==> src/rtl/ctrl_pkg.sv <==
// Shared encodings for the multi-cycle controller: FSM states, IR type/opcode fields, ALUOp codes.
// Also holds the legal-instruction decode table used in DECODE.
package ctrl_pkg;

    localparam logic [2:0] ST_FETCH  = 3'd0;
    localparam logic [2:0] ST_DECODE = 3'd1;
    localparam logic [2:0] ST_EXEC   = 3'd2;
    localparam logic [2:0] ST_MEM    = 3'd3;
    localparam logic [2:0] ST_WB     = 3'd4;
    localparam logic [2:0] ST_HALT   = 3'd5;

    localparam logic [1:0] TYPE_R   = 2'b00;
    localparam logic [1:0] TYPE_I   = 2'b01;
    localparam logic [1:0] TYPE_MEM = 2'b10;
    localparam logic [1:0] TYPE_BR  = 2'b11;

    localparam logic [3:0] OP_NOT = 4'b0000;
    localparam logic [3:0] OP_BNE = 4'b0001;
    localparam logic [3:0] OP_ADD = 4'b0010;
    localparam logic [3:0] OP_SLT = 4'b0111;
    localparam logic [3:0] OP_LI  = 4'b1001;
    localparam logic [3:0] OP_LWI = 4'b1011;
    localparam logic [3:0] OP_SWI = 4'b1100;

    localparam logic [1:0] ALUOP_ADD     = 2'b00;
    localparam logic [1:0] ALUOP_OPCODE  = 2'b01;
    localparam logic [1:0] ALUOP_SUB     = 2'b10;
    localparam logic [1:0] ALUOP_PASS_R3 = 2'b11;

    typedef struct packed {
        logic       imem_req;
        logic       dmem_req;
        logic       dmem_we;
        logic       ir_load;
        logic       pc_inc;
        logic       pc_branch;
        logic [1:0] alu_op;
        logic [3:0] alu_opcode;
        logic       alu_src_imm;
        logic       addr_load;
        logic       reg_write;
        logic       wb_sel_mem;
        logic       halted;
    } ctrl_out_t;

    function automatic logic is_legal(input logic [1:0] itype, input logic [3:0] op);
        logic ok;
        ok = 1'b0;
        case (itype)
            TYPE_R:   ok = (op <= OP_SLT);
            TYPE_I:   ok = ((op >= OP_ADD) && (op <= OP_SLT)) || (op == OP_LI);
            TYPE_MEM: ok = (op == OP_LWI) || (op == OP_SWI);
            default:  ok = (op == OP_BNE);
        endcase
        return ok;
    endfunction

endpackage

==> src/rtl/ctrl_perf_counters.sv <==
// Retired-instruction and memory-stall counters, wrapping modulo 2^WIDTH; cleared by rst.
// Latency: count visible the cycle after the strobe. No backpressure; strobes are sampled every cycle.
module ctrl_perf_counters #(
    parameter int WIDTH = 32
) (
    input  logic             clk,
    input  logic             rst,
    input  logic             retire,
    input  logic             stall,
    output logic [WIDTH-1:0] retired_count,
    output logic [WIDTH-1:0] stall_count
);

    logic [WIDTH-1:0] retired_q, retired_d;
    logic [WIDTH-1:0] stall_q, stall_d;

    always_comb begin
        retired_d = retired_q + WIDTH'(retire);
        stall_d   = stall_q + WIDTH'(stall);
    end

    always_ff @(posedge clk) begin
        if (rst) begin
            retired_q <= '0;
            stall_q   <= '0;
        end else begin
            retired_q <= retired_d;
            stall_q   <= stall_d;
        end
    end

    assign retired_count = retired_q;
    assign stall_count   = stall_q;

endmodule

==> src/rtl/multicycle_ctrl.sv <==
// Multi-cycle FETCH/DECODE/EXEC/MEM/WB control FSM for the 32-bit ALU datapath.
// Latency: 3 (BNE) to 5 (LWI) cycles per instruction, +1 per memory wait cycle; waits on imem/dmem ack.
// Define MULTICYCLE_CTRL_PERF_EN to build the retired/stall counters; otherwise those ports read 0.
module multicycle_ctrl
    import ctrl_pkg::*;
#(
    parameter int PERF_WIDTH = 32
) (
    input  logic                  clk,
    input  logic                  rst,
    input  logic [1:0]            instr_type,
    input  logic [3:0]            opcode,
    input  logic                  zero,
    input  logic                  imem_ack,
    input  logic                  dmem_ack,
    output logic                  imem_req,
    output logic                  dmem_req,
    output logic                  dmem_we,
    output logic                  ir_load,
    output logic                  pc_inc,
    output logic                  pc_branch,
    output logic [1:0]            alu_op,
    output logic [3:0]            alu_opcode,
    output logic                  alu_src_imm,
    output logic                  addr_load,
    output logic                  reg_write,
    output logic                  wb_sel_mem,
    output logic                  halted,
    output logic [PERF_WIDTH-1:0] retired_count,
    output logic [PERF_WIDTH-1:0] stall_count
);

    logic [2:0] state_q, state_d;
    // Low for the first cycle after reset so every output reads 0 while rst is held.
    logic       active_q, active_d;
    ctrl_out_t  ctl;
    logic       is_lwi;
    logic       is_swi;

    assign is_lwi = (instr_type == TYPE_MEM) && (opcode == OP_LWI);
    assign is_swi = (instr_type == TYPE_MEM) && (opcode == OP_SWI);

    always_comb begin
        state_d  = state_q;
        active_d = 1'b1;
        ctl      = '0;
        if (active_q) begin
            case (state_q)
                ST_FETCH: begin
                    ctl.imem_req = 1'b1;
                    if (imem_ack) begin
                        ctl.ir_load = 1'b1;
                        ctl.pc_inc  = 1'b1;
                        state_d     = ST_DECODE;
                    end
                end
                ST_DECODE: begin
                    state_d = is_legal(instr_type, opcode) ? ST_EXEC : ST_HALT;
                end
                ST_EXEC: begin
                    if (instr_type == TYPE_BR) begin
                        ctl.alu_op    = ALUOP_SUB;
                        ctl.pc_branch = !zero;
                        state_d       = ST_FETCH;
                    end else if (instr_type == TYPE_MEM) begin
                        ctl.alu_op      = ALUOP_PASS_R3;
                        ctl.alu_opcode  = opcode;
                        ctl.alu_src_imm = 1'b1;
                        ctl.addr_load   = 1'b1;
                        state_d         = ST_MEM;
                    end else begin
                        ctl.alu_op      = ALUOP_OPCODE;
                        ctl.alu_opcode  = opcode;
                        ctl.alu_src_imm = (instr_type == TYPE_I);
                        state_d         = ST_WB;
                    end
                end
                ST_MEM: begin
                    ctl.dmem_req = 1'b1;
                    if (is_swi) begin
                        // ALU passes R2 through as store data.
                        ctl.dmem_we    = 1'b1;
                        ctl.alu_op     = ALUOP_OPCODE;
                        ctl.alu_opcode = OP_SWI;
                    end
                    if (dmem_ack) begin
                        state_d = is_swi ? ST_FETCH : ST_WB;
                    end
                end
                ST_WB: begin
                    ctl.reg_write  = 1'b1;
                    ctl.wb_sel_mem = is_lwi;
                    state_d        = ST_FETCH;
                end
                ST_HALT: begin
                    ctl.halted = 1'b1;
                end
                default: begin
                    state_d = ST_FETCH;
                end
            endcase
        end
    end

    always_ff @(posedge clk) begin
        if (rst) begin
            state_q  <= ST_FETCH;
            active_q <= 1'b0;
        end else begin
            state_q  <= state_d;
            active_q <= active_d;
        end
    end

    assign imem_req    = ctl.imem_req;
    assign dmem_req    = ctl.dmem_req;
    assign dmem_we     = ctl.dmem_we;
    assign ir_load     = ctl.ir_load;
    assign pc_inc      = ctl.pc_inc;
    assign pc_branch   = ctl.pc_branch;
    assign alu_op      = ctl.alu_op;
    assign alu_opcode  = ctl.alu_opcode;
    assign alu_src_imm = ctl.alu_src_imm;
    assign addr_load   = ctl.addr_load;
    assign reg_write   = ctl.reg_write;
    assign wb_sel_mem  = ctl.wb_sel_mem;
    assign halted      = ctl.halted;

`ifdef MULTICYCLE_CTRL_PERF_EN
    logic retire;
    logic stall;

    // HALT raises neither strobe, so the counters freeze there without extra gating.
    assign retire = active_q &&
                    (((state_q == ST_EXEC) && (instr_type == TYPE_BR)) ||
                     ((state_q == ST_MEM) && is_swi && dmem_ack) ||
                     (state_q == ST_WB));
    assign stall  = (ctl.imem_req && !imem_ack) || (ctl.dmem_req && !dmem_ack);

    ctrl_perf_counters #(
        .WIDTH(PERF_WIDTH)
    ) u_perf (
        .clk          (clk),
        .rst          (rst),
        .retire       (retire),
        .stall        (stall),
        .retired_count(retired_count),
        .stall_count  (stall_count)
    );
`else
    assign retired_count = '0;
    assign stall_count   = '0;
`endif

endmodule

==> config.mk <==
export PLATFORM = sky130hd
export DESIGN_NAME = multicycle_ctrl
export DESIGN_NICKNAME = d
export VERILOG_FILES = /design/src/rtl/ctrl_pkg.sv /design/src/rtl/ctrl_perf_counters.sv /design/src/rtl/multicycle_ctrl.sv
export SDC_FILE = /design/constraint.sdc
export NUM_CORES = 1
export LEC_CHECK = 0
export BUFFER_PORTS_ARGS = -buffer_cell sky130_fd_sc_hd__buf_2
export CAP_MARGIN = 40
export CORE_ASPECT_RATIO = 0.6
export CORE_UTILIZATION = 35
export DETAILED_ROUTE_END_ITERATION = 16
export PLACE_DENSITY_LB_ADDON = 0.15
export RECOVER_POWER = 50
export SLEW_MARGIN = 5
export SYNTH_ARGS = -nofsm -noshare
export SYNTH_HDL_FRONTEND = slang
export SYNTH_SLANG_ARGS = --single-unit
==> constraint.sdc <==
create_clock -name clk -period 1.45 [get_ports clk]
set_input_delay 0.145 -clock clk [delete_from_list [all_inputs] [get_ports clk]]
set_output_delay 0.145 -clock clk [all_outputs]
set_load 0.02 [all_outputs]
After elaboration in Yosys (flattened, before gate mapping):

Cells that the tools add are included.

* bits in registers: 4
* output and inout port bits: 81
* logic and storage cells: 56

* $lt $le $gt $ge: 2
* equal/unequal tests: 14
* mux-type cells: 28
* bitwise operators: 1
* reductions and logical operators: 9

Operators with widths (count)
* 2-to-1 mux 3 bit: 6
* 2-to-1 mux 17 bit: 1
* case mux 3 bit (5 select lines): 1
* == test 4 bit, second input constant: 3
* 2-to-1 mux 2 bit: 6
* case mux 6 bit (2 select lines): 1
* 2-to-1 mux 1 bit: 9
* 2-to-1 mux 7 bit: 1
* == test 3 x 2 -> 1 bit, second input constant: 2
* == test 3 bit, second input constant: 2
* 2-to-1 mux 6 bit: 1
* 2-to-1 mux 5 bit: 1
* == test 2 bit, second input constant: 2
* == test 4 x 1 -> 1 bit, second input constant: 1
* >= comparator 4 x 2 -> 1 bit, second input constant: 1
* <= comparator 4 x 3 -> 1 bit, second input constant: 1
* != test 2 bit, second input constant: 2
* AND reduction 4 bit: 1
* == test 3 x 1 -> 1 bit, second input constant: 1
* logical AND 1 bit: 3
* zero test 3 bit: 1
* case mux 1 bit (3 select lines): 1
* == test 2 x 1 -> 1 bit, second input constant: 1
* zero test 2 bit: 1
* 3 further kinds: 4

Logic depth before layout (Yosys ltp):

* depth after elaboration: 8
* gate-level depth with buffers: 6

Least setup slack after synthesis:

Ideal clock, no wire load.

* kind: reg2out
* from: register state_q[0]
* to: output pc_inc
* arrival time: 1.688 ns
* data required time: 1.305 ns
* setup slack: -0.383 ns
* cell stages (with the launch flop): 6
* path buffers: 3
* path through: dfxtp_1 > clkbuf_2 > clkbuf_1 > nor3_1 > and2_1 > buf_4

* longest elaborated chain between the ends: 3

RTL lines
* start: declaration: RTL line multicycle_ctrl.sv:33 `logic [2:0] state_q, state_d;`
* start signal: assignment: RTL line multicycle_ctrl.sv:110 `state_q <= state_d;`
* zero test 3 bit: RTL line multicycle_ctrl.sv:48 `case (state_q)`
* 2-to-1 mux 2 bit: RTL line multicycle_ctrl.sv:48
* 2-to-1 mux 17 bit: RTL line multicycle_ctrl.sv:47 `if (active_q) begin`
* end: declaration: RTL line multicycle_ctrl.sv:20 `output logic pc_inc,`

No other way between the ends.

Final worst setup path:

* from: register state_q[0]
* to: output alu_opcode[2]

* longest elaborated chain between the ends: 3
* elaborated cells between the ends (all ways): 4
* classes of those cells: eq/ne: 2; mux: 2

RTL lines
* == test 3 x 2 -> 1 bit: RTL line multicycle_ctrl.sv:48
* case mux 6 bit (2 select lines) *: RTL line multicycle_ctrl.sv:48
* 2-to-1 mux 17 bit *: RTL line multicycle_ctrl.sv:47
* end: declaration: RTL line multicycle_ctrl.sv:23 `output logic [3:0] alu_opcode,`

Mark *: on every way between the ends. The rest lies on a longest branch, timed or not.

==> reports/metrics.csv <==
stage;metric;value;unit
finish;n_diodes;0;
hold_path;number of cells on the worst hold path;2;
worst_setup_path;critical path endpoint category;output pin;
worst_setup_path;register-to-register path setup slack;-0.05;ns
worst_setup_path;CP Data Required Time;1.31;ns
worst_setup_path;Register-to-Register Path Depth;5;
worst_setup_path;critical path cell sequence;inv_2, or4_4, a21oi_2, buf_4;
logic_synthesis;sequential fraction of the synthesis area;0.07556;
clock_tree;buffer levels on the longest clock path;2;
timing;fin crit share;1.070;
pwr;Sw Ratio;0.4681;
global_route;overflow left after global routing;0;
floorplan;die span in x;73.04;um
pwr;internal power contribution;0.4533;mW
logic_synthesis;yosys synthesis warning count;0;
worst_setup_path;arrival time of data at the critical path endpoint;1.41;ns
logic_synthesis;Netlist cell types;36;
clock_tree;number of CTS-inserted buffers;3;
timing;setup-violating endpoint count in the final report;11;
finish;Layout fillers;293;
timing;Highest Clock Rate;644.4;MHz
global_route;largest net degree at the start of global routing;11;
detailed_routing;via density per instance;3.961;
pwr;Power Density;634.8;mW/mm^2
worst_setup_path;CP max stage delay;0.53;ns
detailed_routing;number of nets still failing antenna checks after routing;0;
logic_synthesis;ys async rst share;0;
worst_setup_path;highest fanout seen on the critical path;5;
global_route;initial antenna violation count;0;
clock_tree;clk slew on worst S/H paths;0.03;ns
finish;fraction of the core area covered by cells at the end of the flow;0.4675;
clock_tree;Clk Latency, worst-skew pair;0.21;ns
timing;final total negative setup slack;-0.5351;ns
timing;worst max-slew margin expressed relative to the limit;0.5979;
clock_tree;CTS tree;yes;
clock_tree;number of hold-repair buffers added at the cts stage;0;
floorplan;die outline area;0.003259;sq mm
logic_synthesis;average footprint of a synthesized cell;7.209;sq um
status;outcome;finished, violations left;
place;placer congestion estimate;0.7799;
timing;setup repair after global routing missed its margin;true;
floorplan;placeable core area;0.002872;sq mm
floorplan;I/O pin count;92;
status;violations in the final reports;setup timing;
floorplan;y dimension of the die;44.63;um
pwr;Switch Pwr;0.3989;mW
timing;slew of the pin with the lowest slew margin;0.6016;ns
pwr;IR drop worst, VDD;232.7;uV
timing;min Tclk post-route;1.552;ns
detailed_routing;number of iterations in the first detailed-routing pass;7;
logic_synthesis;number of enable flip-flop cells after synthesis;0;
global_route;Total Routing Usage GR;0.1305;
clock_tree;CTS H-Tree Depth;1;
detailed_routing;number of remaining DRC errors;0;
pwr;overall power;0.8522;mW
worst_setup_path;crit start category;flop;
floorplan;standard-cell row count;15;
global_route;number of global-route vias before repair;697;
pwr;combinational fraction of design power;0.572;
logic_synthesis;total standard cell area after synthesis;0.001060;sq mm
clock_tree;clk sinks;4;
clock_tree;root cell of the clock tree;sky130_fd_sc_hd__clkbuf_8;
finish;layout cell share with drive strength beyond 1;0.4031;
detailed_routing;via total after detailed routing;923;
logic_synthesis;post-synthesis instance total;147;
floorplan;Initial Util;0.3691;
timing;final number of hold-violating endpoints;0;
finish;number of nets at the end of the flow;209;
timing;max-slew violation count;0;
detailed_routing;routed wire length per instance;9.648;um
flow_run;reported max-cap violation count;0;
pwr;clock network fraction of design power;0.268;
global_route;first-pass GRT wire length;3.139;mm
detailed_routing;final wirelength;2.248;mm
finish;Synth-to-Final Area Change;26.68;%
timing;largest clock skew in the final design;0.001479;ns
timing;min setup slack post-route;-0.1018;ns
pwr;cell leakage power;0.7171;nW
logic_synthesis;flip-flop and latch count after synthesis;4;
worst_setup_path;WS Path Type;reg -> out;
place;number of input and output port buffers inserted;27;
detailed_routing;initial drt markers;29;
place;Final HPWL DP;1.804;mm
worst_setup_path;slowest cell on the critical path;sky130_fd_sc_hd__or4_4;
hold_path;worst hold path type;in -> reg;
logic_synthesis;primary flip-flop cell chosen by synthesis mapping;sky130_fd_sc_hd__dfxtp_1;
pwr;sequential share of power;0.159;
[what timing repair did]
item / CTS / global route
setup buffers: 2 / 5
setup endpoints to repair: 14 / 16
gates resized for setup: 24 / 28
pin swaps: 4 / 7
[path summary, 6_finish.rpt]
| path | from | endpoint |
|---|---|---|
| setup / recovery | state_q[0]$_SDFFE_PP0P_ | alu_opcode[2] |
| setup reg to reg | state_q[0]$_SDFFE_PP0P_ | state_q[0]$_SDFFE_PP0P_ |
| hold reg to reg | active_q$_DFF_P_ | state_q[1]$_SDFFE_PP0P_ |
| hold / removal | rst | active_q$_DFF_P_ |
[layout make-up]
class	count	area, sq um	share of cell area
inverter	8	30.03	0.02237
clock buffer	3	41.29	0.03075
tap	42	52.55	0.03914
timing repair buffer	46	336.6	0.2507
sequential	4	83.83	0.06244
multi-input combinational	130	798.3	0.5946
[stage by stage]
stage	setup WS (ns)	std cells	cell area (sq um)	hold WS, ns
after floorplan	-0.2503	210	1306	0.2129
after global placement	-0.03079	223	1076	0.3943
after detailed placement	-0.08331	223	1076	0.3982
after CTS	-0.1156	228	1205	0.1755
after global routing	-0.1412	233	1343	0.2373
final	-0.1018	233	1343	0.2291
[flip-flops by register name (all words and copies together), names as in the netlist]
signal and flops:
state_q 3, active_q 1
[worst max-delay path, delay by kind of cell, from the launching register on]
| family | cells | cell delay (ns) |
|---|---|---|
| DFF | 1 | 0.33 |
| and+or+nand+nor | 1 | 0.53 |
| AOI/OAI and AO/OA | 1 | 0.15 |
| buffers and inverters | 2 | 0.19 |
[synthesized netlist by cell type (all sizes together), types with 2 or more instances]
cell type,number,area [sq um]
a211o,2,17.52
buf,66,499.2
inv,8,30.03
nor2,9,33.78
nor3b,3,22.52
dfxtp,4,80.08
a21oi,4,20.02
nor3,5,25.02
nand2,6,22.52
o21ai,4,20.02
nand2b,3,18.77
o211ai,2,20.02
clkbuf,2,8.750
and2,5,33.78
nand3,3,15.01
ha,5,62.56
[power by group through the flow]
| stage | clock, mW | combinational (mW) | sequential [mW] |
|---|---|---|---|
| final | 0.229 | 0.488 | 0.136 |
| after global routing | 0.245 | 0.530 | 0.137 |
| after CTS | 0.235 | 0.436 | 0.135 |
| after detailed placement | 0 | 0.412 | 0.135 |
| after global placement | 0 | 0.407 | 0.135 |
| after floorplan | 0 | 0.450 | 0.127 |
[layout by cell type (no fill, tap or decap), types with 2 or more instances in the layout]
master / count
sky130_fd_sc_hd__nor3_2: 2
sky130_fd_sc_hd__nand3_2: 2
sky130_fd_sc_hd__nor3_4: 2
sky130_fd_sc_hd__dfxtp_2: 3
sky130_fd_sc_hd__and2_4: 4
sky130_fd_sc_hd__a21oi_2: 3
sky130_fd_sc_hd__ha_1: 5
sky130_fd_sc_hd__buf_4: 22
sky130_fd_sc_hd__o21ai_0: 4
sky130_fd_sc_hd__conb_1: 64
sky130_fd_sc_hd__nor3b_2: 2
sky130_fd_sc_hd__inv_1: 7
sky130_fd_sc_hd__a211o_1: 2
sky130_fd_sc_hd__buf_2: 13
sky130_fd_sc_hd__nor2_1: 7
sky130_fd_sc_hd__nand2_1: 5
sky130_fd_sc_hd__nand2b_1: 2
sky130_fd_sc_hd__buf_6: 8
sky130_fd_sc_hd__clkbuf_8: 3
[cells by family after synthesis]
group           count (synthesis)  share of synthesized area
other cells                     1                   0.003539
buf+inv                        76                     0.5077
flops                           4                    0.07556
simple gates                   43                     0.2291
fa+ha+maj                       5                    0.05903
compound gates                 18                     0.1252
[layer usage]
metal / wire [um] / global-route usage / vias up
li1: - / - / 444
met1: 943 / 0.1660 / 414
met5: 0 / 0 / -
met2: 1017 / 0.2019 / 61
met4: 23 / 0.03922 / 0
met3: 263 / 0.05467 / 4
Note: power is estimated with default switching activity, not from simulation.
